$ cat config.mk
export PLATFORM = sky130hd
export DESIGN_NAME = seven_segment_move_history
export DESIGN_NICKNAME = d
export VERILOG_FILES = /design/src/rtl/seven_segment_move_history.sv
export SDC_FILE = /design/constraint.sdc
export NUM_CORES = 1
export LEC_CHECK = 0
export ABC_AREA = 1
export BUFFER_PORTS_ARGS = -buffer_cell sky130_fd_sc_hd__buf_2
export CAP_MARGIN = 30
export CORE_UTILIZATION = 33
export CTS_BUF_LIST = sky130_fd_sc_hd__clkbuf_8 sky130_fd_sc_hd__clkbuf_16
export DETAILED_ROUTE_END_ITERATION = 6
export SYNTH_ARGS = -nofsm -noshare
export SYNTH_HDL_FRONTEND = slang
export SYNTH_SLANG_ARGS = --single-unit
export TNS_END_PERCENT = 5
$ cat constraint.sdc
create_clock -name CLOCK_50 -period 3.6 [get_ports CLOCK_50]
set_input_delay 0.72 -clock CLOCK_50 [delete_from_list [all_inputs] [get_ports CLOCK_50]]
set_output_delay 0.72 -clock CLOCK_50 [all_outputs]
set_load 0.005 [all_outputs]
$ cat src/rtl/seven_segment_move_history.sv
// Move-history display: stores the most recent moves in a circular buffer and renders
// NUM_MOVES face/modifier digit pairs on active-low seven-segment outputs, with undo and scroll-back.
module seven_segment_move_history #(
  parameter int NUM_MOVES = 3,
  parameter int DEPTH     = 16,
  parameter int OVERWRITE = 1,
  parameter int BLINK_W   = 24
) (
  input  logic                         CLOCK_50,
  input  logic                         reset,
  input  logic                         move_valid,
  input  logic [2:0]                   move_face,
  input  logic [1:0]                   move_turn,
  output logic                         move_ready,
  input  logic                         undo,
  input  logic                         scroll_older,
  input  logic                         scroll_newer,
  output logic [$clog2(DEPTH+1)-1:0]   count,
  output logic [14*NUM_MOVES-1:0]      hex_out
);

  localparam int PTR_W = (DEPTH > 1) ? $clog2(DEPTH) : 1;
  localparam int CNT_W = $clog2(DEPTH + 1);
  localparam logic [CNT_W-1:0] DEPTH_C = CNT_W'(DEPTH);
  localparam logic [CNT_W-1:0] NUM_C   = CNT_W'(NUM_MOVES);
  localparam logic [6:0] SEG_BLANK = 7'b1111111;

  logic [4:0]          mem [DEPTH];
  logic [PTR_W-1:0]    wr_ptr;
  logic [CNT_W-1:0]    cnt_q;
  logic [CNT_W-1:0]    view_off;
  logic [CNT_W-1:0]    max_off;
  logic [BLINK_W-1:0]  blink_cnt;
  logic [14*NUM_MOVES-1:0] hex_next;
  logic                push_ok;
  logic                undo_ok;
  logic                blink_on;

  function automatic logic [6:0] face_seg(input logic [2:0] f);
    case (f)
      3'd0:    face_seg = 7'b1000001;
      3'd1:    face_seg = 7'b0101111;
      3'd2:    face_seg = 7'b1000111;
      3'd3:    face_seg = 7'b0001110;
      3'd4:    face_seg = 7'b0000011;
      3'd5:    face_seg = 7'b0100001;
      default: face_seg = 7'b0111111;
    endcase
  endfunction

  function automatic logic [6:0] turn_seg(input logic [1:0] t);
    case (t)
      2'd0:    turn_seg = 7'b1111111;
      2'd1:    turn_seg = 7'b1111101;
      2'd2:    turn_seg = 7'b0100100;
      default: turn_seg = 7'b0111111;
    endcase
  endfunction

  // Undo takes priority: holding ready low keeps a concurrent move pending.
  assign move_ready = !undo && ((OVERWRITE != 0) || (cnt_q < DEPTH_C));
  assign push_ok    = move_valid && move_ready;
  assign undo_ok    = undo && (cnt_q != '0);
  assign max_off    = (cnt_q > NUM_C) ? (cnt_q - NUM_C) : '0;
  assign count      = cnt_q;

  always_ff @(posedge CLOCK_50) begin
    if (reset) begin
      wr_ptr    <= '0;
      cnt_q     <= '0;
      view_off  <= '0;
      blink_cnt <= '0;
      hex_out   <= '1;
    end else begin
      blink_cnt <= blink_cnt + BLINK_W'(1);
      hex_out   <= hex_next;
      if (undo_ok) begin
        wr_ptr   <= wr_ptr - PTR_W'(1);
        cnt_q    <= cnt_q - CNT_W'(1);
        view_off <= '0;
      end else if (push_ok) begin
        wr_ptr   <= wr_ptr + PTR_W'(1);
        if (cnt_q != DEPTH_C) cnt_q <= cnt_q + CNT_W'(1);
        view_off <= '0;
      end else if (scroll_older && !scroll_newer && (view_off < max_off)) begin
        view_off <= view_off + CNT_W'(1);
      end else if (scroll_newer && !scroll_older && (view_off != '0)) begin
        view_off <= view_off - CNT_W'(1);
      end
    end
  end

  // Storage needs no reset: count gates every read.
  always_ff @(posedge CLOCK_50) begin
    if (!reset && push_ok) mem[wr_ptr] <= {move_face, move_turn};
  end

  always_comb begin
    hex_next = '1;
    blink_on = (view_off != '0) && blink_cnt[BLINK_W-1];
    for (int k = 0; k < NUM_MOVES; k++) begin : g_slot
      logic [CNT_W:0]   slot_pos;
      logic [PTR_W-1:0] rd_idx;
      logic [4:0]       entry;
      slot_pos = {1'b0, view_off} + (CNT_W+1)'(k);
      rd_idx   = wr_ptr - PTR_W'(1) - view_off[PTR_W-1:0] - PTR_W'(k);
      entry    = mem[rd_idx];
      if (slot_pos < {1'b0, cnt_q}) begin
        hex_next[14*k +: 14] = {blink_on ? SEG_BLANK : face_seg(entry[4:2]),
                                turn_seg(entry[1:0])};
      end
    end
  end

endmodule

==> After elaboration in Yosys (flattened, before gate mapping) <==
Memory sizes are Yosys's and may differ from the RTL's.
Index checks and enable logic that the tools add are counted.
Widths: inputs -> output; s select.
{ "classes": {"add_sub_neg": 13, "multipliers": 0, "div": 0, "n_lt_le_gt_ge": 5, "eq_ne": 22, "n_shift": 0, "mux": 16, "n_bitwise": 3, "reduce_logical": 31} }
{ "op_table": {"columns": ["operator", "count"], "rows": [
  ["$pmux 7 s6", 3],
  ["$pmux 7 s3", 3],
  ["$mux 5", 6],
  ["$add 24x1->24 const B", 1],
  ["$eq 3x2->1 const B", 6],
  ["$eq 3x3->1 const B", 6],
  ["$lt 6x5->1", 2],
  ["$reduce_or 3->1", 4],
  ["$add 5x1->5 const B", 2],
  ["$lt 5x5->1", 2],
  ["$reduce_bool 5->1", 2],
  ["$sub 5x1->5 const B", 2],
  ["$eq 3x1->1 const B", 3],
  ["$logic_not 3->1", 3],
  ["$logic_and 1x1->1", 8],
  ["$mux 4", 2],
  ["$sub 4x1->4 const B", 2],
  ["$add 5x1->6 const B", 1],
  ["$add 5x2->6 const B", 1],
  ["$eq 2x1->1 const B", 3],
  ["$eq 2x2->1 const B", 3],
  ["$logic_not 2->1", 3],
  ["$reduce_bool 2->1", 3],
  ["$reduce_or 2->1", 3],
  ["10 further kinds", 16]
]} }
{ "totals": {"ff_bits": 80, "latch_bits": 0, "ramBits": 80, "rom_bits": 0, "out_inout_bits": 48, "wordCells": 101, "memories": 1} }
{ "mem_list": {"columns": ["memory", "depth", "width", "rd", "rd_ports_with_merged_regs", "write_ports", "line", "source"], "rows": [
  ["mem", 16, 5, 3, 0, 1, "28", "logic [4:0] mem [DEPTH];"]
]} }

==> Logic depth before layout (Yosys ltp) <==
Gate-level depths: netlist of run 1.
An unclocked memory read counts as a cell.
{ "logic_depth": {"depth_word": 6, "depth_mapped": 21} }

==> Worst setup path before layout of run 1 <==
OpenSTA, ideal clock, no wires.
{ "synth_timing": {"path_kind": "register to register", "startpoint": "reg wr_ptr[0]", "endpoint": "reg hex_out[15]", "arrival_ps": 3760, "required_time_ps": 3477, "slack_ps": -284, "stages_incl_launch_ff": 21, "n_path_buf": 4, "period_less_slack_ps": 3884, "cell_sequence": "dfxtp_1 > inv_1 > ha_1 > inv_1 > fa_1 > buf_2 > clkinv_1 > clkbuf_1 > ha_1 > buf_2 > clkbuf_1 > a21oi_1 > o21ai_0 > o21ai_0 > nor2_1 > a21oi_1 > o21ai_0 > nand2_1 > inv_1 > ha_1 > or2_2"} }
{ "synth_via": {"elab_chain_cells": 6} }
{ "synth_rtl": {"columns": ["item", "line", "source"], "rows": [
  ["from (decl)", "29", "logic [PTR_W-1:0] wr_ptr;"],
  ["from (signal assigned)", "78", "wr_ptr <= wr_ptr - PTR_W'(1);"],
  ["from (signal assigned)", "82", "wr_ptr <= wr_ptr + PTR_W'(1);"],
  ["$sub 4x1->4 (*)", "106", "rd_idx = wr_ptr - PTR_W'(1) - view_off[PTR_W-1:0] - PTR_W'(k);"],
  ["$sub 4x4->4 (*)", "106", null],
  ["$sub 4x1->4 (*)", "106", null],
  ["$mem_v2 16x5 (*)", null, null],
  ["$eq 2x2->1, or another cell as far along", "52", "case (t)"],
  ["$pmux 7 s3 (*)", "52", null],
  ["to (signal assigned)", "76", "hex_out <= hex_next;"],
  ["to (decl)", "19", "output logic [14*NUM_MOVES-1:0] hex_out"]
]} }
Mark *: on every way between the ends. The rest lies on a longest branch, timed or not.
A chain may end at the register's enable or synchronous reset.

==> Worst setup path after layout of run 1 <==
Ends and elaborated chain as after synthesis.

==> impl_metrics.py, run 1 <==
metrics = {
    "clock_tree": {
        "cts_sinks": 148,
        "cts_tree": "built",
        "cts_buffers": 17,
        "cts_max_path_buffers": 2,
        "clock_latency_ns": 0.43,
        "htree_levels": 4,
        "cts_hold_buf": 0,
        "clk_pin_slew_ns": 0.06,
        "cts_root_buf": "clkbuf_16",
    },
    "placement": {
        "finalWeightedCongestion": 0.881,
        "dp.cells": 1439,
        "port_buffers": 52,
        "dp_hpwl_um": 16100,
    },
    "global_routing": {
        "antenna_found_initial": 0,
        "grt_pass1_vias": 6452,
        "grt_pass1_wl_um": 33900,
        "grt_max_degree": 98,
        "grt.overflow.total": 0,
        "grt_usage_pct": 16.6,
    },
    "yosys": {
        "synth_cells": 1083,
        "ys_seq_area_share_pct": 43.7,
        "synthFlopType": "edfxtp_1",
        "synth_top_area_cell": "edfxtp_1",
        "synth_top_area_share_pct": 27.9,
        "synth-edff-count": 80,
        "ys_ff_latch": 148,
        "synth_area_per_cell_um2": 7.96,
        "synthTopCellsByArea": "edfxtp_1, dfxtp_1, nand2_1",
        "ys_async_sr_fraction_pct": 0,
        "synth_warnings": 0,
        "post_synth_num_cell_types": 53,
        "synthesis.area_mm2": 0.00862,
    },
    "timing": {
        "tightest_slew_ns": 0.680,
        "setup_violations": 0,
        "clock_skew_ns": 0.0119,
        "fmaxAchievable_ghz": 0.292,
        "min_period_ns": 3.42,
        "slew_viol_final": 0,
        "finalCritPeriodShare_pct": 95.1,
        "hold-worst-slack_ns": 0.454,
        "hold_violations": 0,
        "max_slew_margin_pct": 54.6,
    },
    "critical_path": {
        "cp-end-kind": "flop",
        "crit_start": "wr_ptr[0]",
        "crit_arrival_ns": 3.74,
        "critPathLaunchType": "flop",
        "r2r_end": "hex_out[15]",
        "cp_max_fo": 11,
        "endpoint": "hex_out[15]",
        "crit_required_ns": 3.92,
        "timing.rr.start": "wr_ptr[0]",
        "rr_worst_depth": 16,
        "critPathKind": "reg -> reg",
        "rrSetupSlack_ns": 0.18,
    },
    "drt": {
        "viasPerCell": 4.96,
        "first_pass_iters": 6,
        "detail_route.wl_per_cell_um": 14.7,
        "wl_met1_um": 10500,
        "ant_nets": 0,
        "met3_length_um": 1010,
        "route.vias.total": 7293,
        "wl_um": 21600,
        "highest_layer": "met4",
        "wl_met2_um": 9690,
        "drc": 0,
        "drtIter0Drc": 651,
    },
    "final_layout": {
        "num-fill-cells": 2594,
        "num-nets-final": 1190,
        "area_growth_syn_to_layout_pct": 14.1,
        "regArea_mm2": 0.00377,
        "drive_gt1_share_pct": 12.6,
        "multiInputGateArea_mm2": 0.00412,
        "finalNonFillerCells": 1470,
        "n_antenna_cell": 0,
    },
    "floorplanning": {
        "die_h_um": 164,
        "die_w_um": 164,
        "core_area_mm2": 0.0254,
        "pin_count": 59,
        "placementRows": 58,
        "start_util_pct": 33.9,
        "die_area_mm2": 0.0268,
    },
    "job": {
        "maxCapViolCount": 0,
    },
    "status": {
        "status": "complete, no violations",
    },
    "min_path": {
        "whs_path_depth": 1,
        "hp-class": "reg -> reg",
    },
}
==> kinds of logic (layout without fill, tap and decap cells) <==
group | after synthesis | count (layout) | share of synthesized area (%)
flip-flops | 148 | 148 | 43.7
AO/OA/AOI/OAI | 249 | 249 | 15.6
multiplexers | 2 | 2 | 0.232
other | 1 | 6 | 0.0435
XOR/XNOR | 13 | 13 | 1.41
buffers and inverters | 186 | 238 | 9.13
adder cells (fa/ha/maj) | 51 | 51 | 7.67
AND/OR/NAND/NOR | 433 | 433 | 22.2
==> how the worst min path moves through the flow <==
| stage | startpoint | to | slack, ns |
|---|---|---|---|
| after global placement | blink_cnt[0] | blink_cnt[0] | 0.43 |
| after floorplan | blink_cnt[0] | blink_cnt[0] | 0.42 |
| after CTS | blink_cnt[0] | blink_cnt[0] | 0.46 |
| after detailed placement | blink_cnt[0] | blink_cnt[0] | 0.44 |
| after global routing | blink_cnt[0] | blink_cnt[0] | 0.49 |
| final | blink_cnt[0] | blink_cnt[0] | 0.45 |
==> cell usage after synthesis (11+ instances only) <==
library cell / number
o211ai_1: 11
buf_4: 12
nand2_1: 222
inv_1: 131
buf_2: 22
edfxtp_1: 80
nand3_1: 82
ha_1: 48
a21oi_1: 82
clkbuf_1: 15
o21ai_0: 129
nor2_1: 77
dfxtp_1: 68
==> state kept, by name, indices dropped and copies added, names as in the netlist <==
| signal | cells |
|---|---|
| mem | 80 |
| wr_ptr | 4 |
| blink_cnt | 24 |
| count | 5 |
| hex_out | 30 |
| view_off | 5 |
==> placed cells by master (no fill, tap or decap), types with 7 or more instances in the layout <==
cell and count:
o211ai_1 11, xor2_1 8, dfxtp_1 66, o21ai_0 129
a21oi_1 81, nand3_1 81, buf_2 52, inv_1 131
nand3_2 7, nand4_1 10, nand2_2 8, nor2_1 77
buf_4 18, nor3_1 8, clkbuf_16 17, edfxtp_1 80
nand2_1 222, ha_1 46
==> timing repair <==
action,CTS,global route
setup buffers,0,0
setup endpoints to repair,0,3
hold endpoints to repair,0,0
resized for setup,0,7
==> stage by stage <==
stage | instance area (um^2) | setup TNS [ns] | util (%) | worst slack, ns
floorplan | 8650 | 0 | - | 0.0156
global placement | 9200 | 0 | 36.2 | 0.167
detailed placement | 9200 | 0 | 36.2 | 0.0626
CTS | 9800 | 0 | 38.6 | 0.0565
global route | 9840 | -0.00779 | 38.7 | -0.00779
finish | 9840 | 0 | 38.7 | 0.177
==> final cells by class <==
class | instances | area share, %
clock buffer | 17 | 4.33
clock inverter | 14 | 1.78
timing repair buffer | 72 | 4.34
multi-input combinational | 754 | 41.9
inverter | 135 | 5.16
tap | 330 | 4.20
sequential | 148 | 38.3
==> critical path, stage by stage (launching register included) <==
cell and delay, ns:
dfxtp_2 0.39, inv_2 0.10, ha_1 0.32, inv_1 0.09
fa_1 0.56, clkinv_2 0.12, ha_4 0.32, inv_1 0.06
buf_4 0.16, o21ai_0 0.19, nor2_1 0.07, a21oi_1 0.11
o21ai_0 0.09, nand2_1 0.12, inv_1 0.06, ha_1 0.28
or2_2 0.29
==> routing by layer <==
metal,vias up,global-route usage (%)
met4,0,5.13
met1,3363,23.3
met2,196,25.8
met5,-,0
li1,3703,-
met3,31,2.77
Power of run 1 is not shown: default switching activity piles up to over one toggle a cycle in this logic, so the estimate is an artifact.
==> run 2: changes to the inputs <==
--- a/config.mk
+++ b/config.mk
@@ -11,6 +11,7 @@
 export CORE_UTILIZATION = 33
 export CTS_BUF_LIST = sky130_fd_sc_hd__clkbuf_8 sky130_fd_sc_hd__clkbuf_16
 export DETAILED_ROUTE_END_ITERATION = 6
+export REMOVE_ABC_BUFFERS = 1
 export SYNTH_ARGS = -nofsm -noshare
 export SYNTH_HDL_FRONTEND = slang
 export SYNTH_SLANG_ARGS = --single-unit
==> run 2 against run 1 <==
  * The run now ends with DRC left
  * Hold slack improved by 0.024 ns
  * Cell count rose by 0.41%
  * Clock skew fell by 0.0014 ns
  * Largest cell class unchanged
==> impl_metrics.py, run 2 (same netlist as run 1, synthesis figures left out) <==
metrics = {
    "critical_path": {
        "crit_required_ns": 3.91,
        "slowest_stage": "o21ai_0",
        "cp_max_fo": 10,
        "critPathKind": "reg -> reg",
        "critPathLaunchType": "flop",
        "crit_path_cell_trace": "inv_1 -> buf_4 -> ha_1 -> xor2_1 -> ha_1 -> a21oi_1 -> o21ai_2 -> inv_1 -> nand3_2 -> nand2_2 -> inv_1 -> o21ai_0 -> ha_1 -> or2_2",
        "cp-end-kind": "flop",
        "crit_arrival_ns": 3.65,
        "slowest_delay_ns": 0.47,
    },
    "drt": {
        "detail_route.wl_per_cell_um": 14.9,
        "ant_nets": 0,
        "route.vias.total": 7316,
        "first_pass_iters": 7,
        "viasPerCell": 4.96,
        "drc": 1,
        "wl_um": 22000,
        "drtIter0Drc": 614,
    },
    "clock_tree": {
        "cts_root_buf": "clkbuf_16",
        "cts_max_path_buffers": 2,
        "clk_pin_slew_ns": 0.06,
        "cts_resized": 0,
        "post-cts-setup-buffer-count": 0,
        "cts_tree": "built",
        "htree_levels": 4,
        "clock_latency_ns": 0.42,
        "cts_sinks": 148,
        "cts_hold_buf": 0,
        "cts_buffers": 17,
    },
    "placement": {
        "port_buffers": 52,
        "finalWeightedCongestion": 0.962,
        "dp_hpwl_um": 16500,
        "dp.cells": 1444,
        "post-place-ws_ns": 0.190,
    },
    "final_layout": {
        "layout_common_cells": "nand2_1, inv_1, o21ai_0, a21oi_1, nand3_1",
        "num-fill-cells": 2591,
        "area_growth_syn_to_layout_pct": 14.5,
        "drive_gt1_share_pct": 12.8,
        "final_core_util_pct": 38.8,
        "num-nets-final": 1195,
        "largest_register_ffs": 80,
        "multiInputGateArea_mm2": 0.00412,
        "regArea_mm2": 0.00376,
        "top_register": "mem",
        "reg_top3": "mem (80), hex_out (30), blink_cnt (24)",
        "finalNonFillerCells": 1476,
        "final_common_cell": "nand2_1",
        "n_antenna_cell": 0,
    },
    "min_path": {
        "hp-class": "reg -> reg",
    },
    "timing": {
        "setup_violations": 0,
        "slew_viol_final": 0,
        "finalWorstSetupSlack_ns": 0.252,
        "fmaxAchievable_ghz": 0.299,
        "min_period_ns": 3.35,
        "clock_skew_ns": 0.0105,
        "tightest_slew_ns": 0.655,
        "hold-worst-slack_ns": 0.478,
        "hold_violations": 0,
        "finalCritPeriodShare_pct": 93.0,
        "grt_setup_unrepaired": "no",
        "max_slew_margin_pct": 56.3,
    },
    "global_routing": {
        "grt.overflow.total": 0,
        "grt_pass1_wl_um": 34900,
        "antenna_found_initial": 0,
        "grt_max_degree": 70,
        "grt_usage_pct": 16.9,
        "grt_pass1_vias": 6612,
    },
    "status": {
        "violations": "DRC",
        "status": "finished, violations left",
    },
    "floorplanning": {
        "start_util_pct": 33.9,
        "die_h_um": 164,
        "placementRows": 58,
        "die_w_um": 164,
        "pin_count": 59,
        "die_area_mm2": 0.0268,
        "core_area_mm2": 0.0254,
    },
    "job": {
        "maxCapViolCount": 0,
    },
}
run 2: cell types whose count changed in the layout (fill, tap and decap cells not counted), sizes merged:
cell    delta
clkinv     +1
clkbuf     +4
inv        -2
bufinv     -2
buf        +5
run 2: through the flow:
| step | cell area [um^2] | setup TNS [ns] |
|---|---|---|
| after global placement | 9230 | 0 |
| after global routing | 9860 | 0 |
| after CTS | 9830 | 0 |
| after floorplan | 8360 | -28.37 |
| after detailed placement | 9230 | 0 |
| final | 9860 | 0 |
run 2: final timing paths:
kind / from / end / slack [ns] / depth (start not counted)
max: wr_ptr[0] / hex_out[1] / 0.25 / 14
min: blink_cnt[19] / blink_cnt[19] / 0.48 / 2
max reg2reg: wr_ptr[0] / hex_out[1] / 0.25 / 14
min reg2reg: blink_cnt[19] / blink_cnt[19] / 0.48 / 2
run 2: layout make-up:
class	count	area share [%]
clock buffers	21	5.10
clock inverters	11	0.964
inverters	135	5.14
multi-input cells	754	41.7
flip-flops and latches	148	38.2
well taps	330	4.19
repair buffers	77	4.71
run 2: per-layer routing:
metal | vias to the layer above | wire (um) | GRT usage, % | share of wire, %
met5 | - | 0 | 0 | 0
met2 | 222 | 10100 | 27.3 | 46
met1 | 3347 | 10200 | 22.8 | 47
li1 | 3721 | - | - | -
met3 | 26 | 1140 | 2.46 | 5.2
met4 | 0 | 494 | 5.93 | 2.3
run 2: worst max-delay path, delay by kind of cell, from the launching register on:
kind / cells / cell delay, ns
flops: 1 / 0.33
fa+ha+maj: 3 / 0.89
buf+inv: 4 / 0.41
compound gates: 3 / 0.78
simple gates: 3 / 0.62
xor+xnor: 1 / 0.20
Power of run 2 is left out for the same reason.
